[src/rtl/terminal_uart_tx.sv]
// rtl/terminal_uart_tx.sv - byte FIFO feeding an 8N1 UART transmitter for the terminal peripheral
//
// Purpose: queues bytes written by the terminal peripheral and serialises them
//          on tx as 8N1 frames, LSB first, idle high.
// Ports:
//   clk       sole clock, rising edge
//   reset     synchronous active-high reset
//   wr_en     one-cycle strobe, enqueue wr_data
//   wr_data   byte to transmit
//   full      level == FIFO_DEPTH
//   empty     level == 0
//   level     bytes queued (byte in the shifter not included)
//   overflow  one-cycle pulse after a write was dropped because the FIFO was full
//   busy      transmitter FSM not idle
//   tx        registered serial output
module terminal_uart_tx #(
  parameter int CLKS_PER_BIT = 16,
  parameter int FIFO_DEPTH   = 16
) (
  input  logic                          clk,
  input  logic                          reset,
  input  logic                          wr_en,
  input  logic [7:0]                    wr_data,
  output logic                          full,
  output logic                          empty,
  output logic [$clog2(FIFO_DEPTH):0]   level,
  output logic                          overflow,
  output logic                          busy,
  output logic                          tx
);

  localparam int PW = $clog2(FIFO_DEPTH);
  localparam int LW = PW + 1;
  localparam logic [15:0] LAST_CNT = 16'(CLKS_PER_BIT - 1);

  typedef enum logic [1:0] {IDLE, START, DATA, STOP} state_t;

  state_t        state, state_next;
  logic [7:0]    mem [FIFO_DEPTH];
  logic [PW-1:0] wr_ptr, rd_ptr;
  logic [LW-1:0] count;
  logic [15:0]   clk_cnt, clk_cnt_next;
  logic [2:0]    bit_idx, bit_idx_next;
  logic [7:0]    shifter;
  logic          tx_next;
  logic          push, pop;

  assign full  = (count == LW'(FIFO_DEPTH));
  assign empty = (count == '0);
  assign level = count;
  assign busy  = (state != IDLE);
  // full is taken from the registered count, so a pop in the same cycle
  // never frees room for a write that arrives while full.
  assign push  = wr_en && !full && !reset;

  // Storage is not reset; count alone decides which entries are valid.
  always_ff @(posedge clk) begin
    if (push) mem[wr_ptr] <= wr_data;
  end

  always_ff @(posedge clk) begin
    if (reset) begin
      wr_ptr   <= '0;
      rd_ptr   <= '0;
      count    <= '0;
      overflow <= 1'b0;
    end else begin
      overflow <= wr_en && full;
      if (push) wr_ptr <= wr_ptr + PW'(1);
      if (pop)  rd_ptr <= rd_ptr + PW'(1);
      case ({push, pop})
        2'b10:   count <= count + LW'(1);
        2'b01:   count <= count - LW'(1);
        default: count <= count;
      endcase
    end
  end

  always_ff @(posedge clk) begin
    if (reset) begin
      state   <= IDLE;
      clk_cnt <= '0;
      bit_idx <= '0;
      shifter <= '0;
      tx      <= 1'b1;
    end else begin
      state   <= state_next;
      clk_cnt <= clk_cnt_next;
      bit_idx <= bit_idx_next;
      tx      <= tx_next;
      if (pop) shifter <= mem[rd_ptr];
    end
  end

  // tx_next is the line level for the current state; registering it makes
  // the line trail the state register by one clock.
  always_comb begin
    state_next   = state;
    clk_cnt_next = clk_cnt;
    bit_idx_next = bit_idx;
    tx_next      = 1'b1;
    pop          = 1'b0;
    case (state)
      IDLE: begin
        tx_next = 1'b1;
        if (!empty) begin
          pop          = 1'b1;
          clk_cnt_next = '0;
          state_next   = START;
        end
      end
      START: begin
        tx_next = 1'b0;
        if (clk_cnt == LAST_CNT) begin
          clk_cnt_next = '0;
          bit_idx_next = '0;
          state_next   = DATA;
        end else begin
          clk_cnt_next = clk_cnt + 16'd1;
        end
      end
      DATA: begin
        tx_next = shifter[bit_idx];
        if (clk_cnt == LAST_CNT) begin
          clk_cnt_next = '0;
          if (bit_idx == 3'd7) begin
            bit_idx_next = '0;
            state_next   = STOP;
          end else begin
            bit_idx_next = bit_idx + 3'd1;
          end
        end else begin
          clk_cnt_next = clk_cnt + 16'd1;
        end
      end
      STOP: begin
        tx_next = 1'b1;
        if (clk_cnt == LAST_CNT) begin
          clk_cnt_next = '0;
          state_next   = IDLE;
        end else begin
          clk_cnt_next = clk_cnt + 16'd1;
        end
      end
      default: begin
        state_next = IDLE;
      end
    endcase
  end

endmodule

[config.mk]
export PLATFORM = sky130hd
export DESIGN_NAME = terminal_uart_tx
export DESIGN_NICKNAME = d
export VERILOG_FILES = /design/src/rtl/terminal_uart_tx.sv
export SDC_FILE = /design/constraint.sdc
export NUM_CORES = 1
export LEC_CHECK = 0
export ABC_AREA = 1
export CAP_MARGIN = 0
export CORE_MARGIN = 2
export CORE_UTILIZATION = 60
export CTS_CLUSTER_DIAMETER = 100
export CTS_CLUSTER_SIZE = 16
export DETAILED_ROUTE_END_ITERATION = 10
export PLACE_DENSITY = 0.78
export SYNTH_ARGS = -nofsm -noshare
export SYNTH_HDL_FRONTEND = slang
export SYNTH_SLANG_ARGS = --single-unit
[constraint.sdc]
create_clock -name clk -period 2.95 [get_ports clk]
set_input_delay 0.59 -clock clk [delete_from_list [all_inputs] [get_ports clk]]
set_output_delay 0.59 -clock clk [all_outputs]
set_load 0.005 [all_outputs]
==> out/results.txt <==
The count of nets left with antenna violations once routing finished came out at 0. The logs give 0.8721 for the weighted congestion at the end of routability-driven global placement and 0 for the final routed DRC violation total. After clock tree synthesis, the flow added hold-fix buffers numbering 0. The ratio of routed vias to standard cells was 5.183; the area share of xor/xnor cells in the synthesized design was 1.422%. Largest area contributor in the netlist: edfxtp_1.

Across all register-to-register paths, the minimum setup slack is 540 ps. Synthesized netlist net count: 896. The worst setup path is captured at a flip-flop. The floorplan step set the die width to 119.5 microns. In this run the count of I/O pins placed on the die edge is 21. The via count of the first global-routing pass came out at 5,299. The run finished with clean final reports. The first TritonRoute pass finished after 7 iterations. Storage element area: 0.004726 sq mm. The tools report the setup TNS as 0 ps. Total power for the finished layout comes to 7.048 mW. For the worst clock skew, the log shows 7.626 ps. Synthesis inferred 172 register bits. The classification of the worst setup path is reg -> reg. The average instance in the mapped netlist occupies 9.213 sq um. The tree is rooted in a clkbuf_16. The logs give 1,005 for the count of fill cells added during filler insertion and 0 for the yosys synthesis warning count. Counting instances, the worst hold path has a depth of 2. The leakage power total is 3.787 nW. The antenna cell count was 0. The power per unit of standard cell area came out at 787.6 mW/mm^2. Across all layers, the routed design uses 5,629 vias. The classification of the worst-slack hold path was reg -> reg. The fraction of layout instances using a drive strength above 1 was 9.780%; the final global-route overflow total was 0.

The run gives 4 as the count of H-tree levels built during CTS. Counting tap cells, the placed design contains a total of 1,054 instances. The clock reaches the later pin of the worst-skew pair after 430 ps. The first global-routing pass estimated 25,970 microns of wire. The tools report the startpoint of the worst hold path as bit_idx[2].

The area of the placeable core was 0.01314 sq mm. The logs give 0.01428 sq mm for the area of the die and 2 for the clock tree buffer depth. The number of unique standard cell types used by synthesis is 33. Data on the critical path is required at its endpoint by 3310 ps. The number of resized instances in the post-cts repair step is 0, and the count of buffers inserted at the top-level ports is 20. The number of antenna violations at the first check in global routing was 0. The tools report the end of the worst register-to-register path as level[4]. In this run the core area contains 42 standard-cell rows. The startpoint identified for the worst register-to-register timing path is state[0]. The worst-path maximum fanout was 17. The synthesized design devotes to its leading area cell type 48.01% of total area.

The tools report the hold path endpoint as bit_idx[2]. Counting I/O delays and the setup requirement, the final critical path takes 2407 ps. Setup repair after global routing left no endpoint under its margin. The DRC violation total after the first TritonRoute iteration is 433, and the post-layout instance count excluding filler cells is 1,086.

The register clock-pin slew on the reported worst setup and hold paths is 60 ps. The tools report the launching element type of the critical path as a flip-flop. The tools report the number of max-slew violations in the final report as 0.

Entering global routing, the biggest net connects 67 pins. The clock net in this run drives a total of 172 sinks. The share of synthesized area spent on multiplexers is 0.1250%, and the data arrival time of the worst path is 2770 ps. Buffers inserted during clock tree synthesis total 17. Summing the areas of all and, or, nand and nor instances in the mapped netlist gives 25.33% of the synthesized area. TritonCTS built the clock tree. The number of setup buffers added after CTS is 0. The final-report setup violation count is 0, and the combined area of all synthesized cells is 0.008006 sq mm. In the final routed layout, each cell accounts on average for 14.80 microns.

The area of the multi-input gates was 0.002576 sq mm; the global-route total usage across every layer was 23.63%. The slew at the pin with the worst max-slew slack was 727.9 ps; the worst-case headroom to the max-slew limit was 51.32%. Measured in cells, the most critical reg-to-reg path has a length of 15. The hold violation total from the final report is 0.

The share of the clock period used by the worst path was 81.60%. Once detailed placement completed, the half-perimeter wirelength came to 10,190 microns. Sequential elements use 59.01% of the synthesized area.

For the gate count after technology mapping, the log shows 869. The layout overhead on the synthesized area came out at 11.77%. The complex-gate fraction of the synthesized area came out at 2.797%.

By area the synthesized netlist is led by edfxtp_1 48%, nand2_1 11%, dfxtp_1 11%. Measured along the y axis, the die boundary spans 119.5 microns. After the last flow step, the layout net total stands at 924. Static timing analysis puts the maximum clock frequency at 415.4 MHz. For this configuration, the core starts out at a cell density of 60.94%.

Max-cap violations in this run came to 0. The run gives 16,070 microns as the total length of routed wires. IR analysis of the VDD net gives a maximum drop of 581.6 uV.

Across all hold checks on the routed design, the worst slack comes to 510.2 ps. At the end of the flow the core is filled with cells to 68.11%. After synthesis, the largest family of logic cells by area is simple AND/OR/NAND/NOR gates. After Yosys synthesis, full adders, half adders and majority gates account for 2.500% of the synthesized area.
## synth_stat cells, drive strengths merged
library cell  number
o211ai             3
nand2            246
nor3               2
dfxtp             44
clkinv             2
a21oi             14
ha                16
nand4              6
xor2              11
or2                1
inv              123
mux2i              1
o21ai             24
buf               26
nand3b             1
nand3            116
xnor2              2
nor2              96
clkbuf             7
edfxtp           128
## area by class of cell
cell class                 instances  area share [%]
sequential                       172           52.81
multi-input combinational        539           28.79
inverter                         125           5.271
clock buffer                      17           4.754
timing repair buffer              42           4.083
tap                              176           2.461
clock inverter                    15           1.832
## cell usage in the layout, fill, tap and decap left out, types with 2 or more instances in the layout
cell type        instances
nand2_4                  2
ha_1                    16
inv_6                    3
nand2_2                  3
xnor2_1                  2
nor2_1                  80
o211ai_1                 3
clkdlybuf4s50_1         20
nand2_1                241
o21ai_1                  3
inv_1                  116
dfxtp_1                 43
nor3_1                   2
clkinv_1                 2
buf_4                   22
nor2_2                  14
bufinv_16                2
nand3_2                  3
edfxtp_1               128
clkinv_4                 5
o21ai_0                 20
xor2_1                  11
nor2_4                   2
a21oi_1                 14
nand4_1                  5
clkbuf_16               17
nand3_1                113
clkinv_2                 3
inv_2                    6
## report_power, final
part           internal (mW)  switching, mW  total, mW  leakage [nW]
Clock                   1.26          0.951       2.21         0.290
Sequential              2.72          0.106       2.83          1.51
Combinational          0.690           1.32       2.01          1.98
Total                   4.67           2.38       7.05          3.79
## flip-flops by register name, indices dropped and copies added (netlist names), 2 cells and up
signal and count:
bit_idx 3, clk_cnt 16, level 5, mem 128, rd_ptr 4, shifter 8
state 2, wr_ptr 4
## worst max-delay path, stage by stage (launching register included)
cell,delay [ps]
dfxtp_1,330
inv_1,120
ha_1,300
nand2_4,130
inv_4,170
ha_1,340
xor2_1,220
ha_1,170
inv_1,40
nand2_1,80
nand3_1,100
nand2_1,80
nand2_1,50
nand2_1,50
nand2_1,50
a21oi_1,100
## cell families after synthesis
kind of cell / after synthesis
AND/OR/NAND/NOR: 468
flip-flops: 172
buffers and inverters: 158
AO/OA/AOI/OAI: 41
adder cells (fa/ha/maj): 16
XOR/XNOR: 13
multiplexers: 1
## how the worst max path moves through the flow
stage                     startpoint       end  slack, ps  cells past startpoint
after global routing        state[0]  level[4]        320                     15
after detailed placement       wr_en  level[4]        290                     15
final                       state[0]  level[4]        540                     15
after CTS                   state[0]  level[4]        530                     15
after global placement         wr_en  level[4]        340                     15
after floorplan                reset  level[4]        730                     15
## per-stage QoR
stage	cell area (sq um)	worst slack, ps
final	8949	542.9
after global routing	8949	321.1
after CTS	8949	533.0
after detailed placement	8359	288.8
after global placement	8359	342.8
after floorplan	8006	730.5
## routing by layer
metal	track usage, %	up-vias	share of wire [%]
li1	-	2850	-
met1	32.15	2585	43
met2	37.46	170	48
met3	4.420	24	6.2
met4	10.22	0	2.5
met5	0	-	0
No activity file was read; power rests on OpenSTA's default activity.
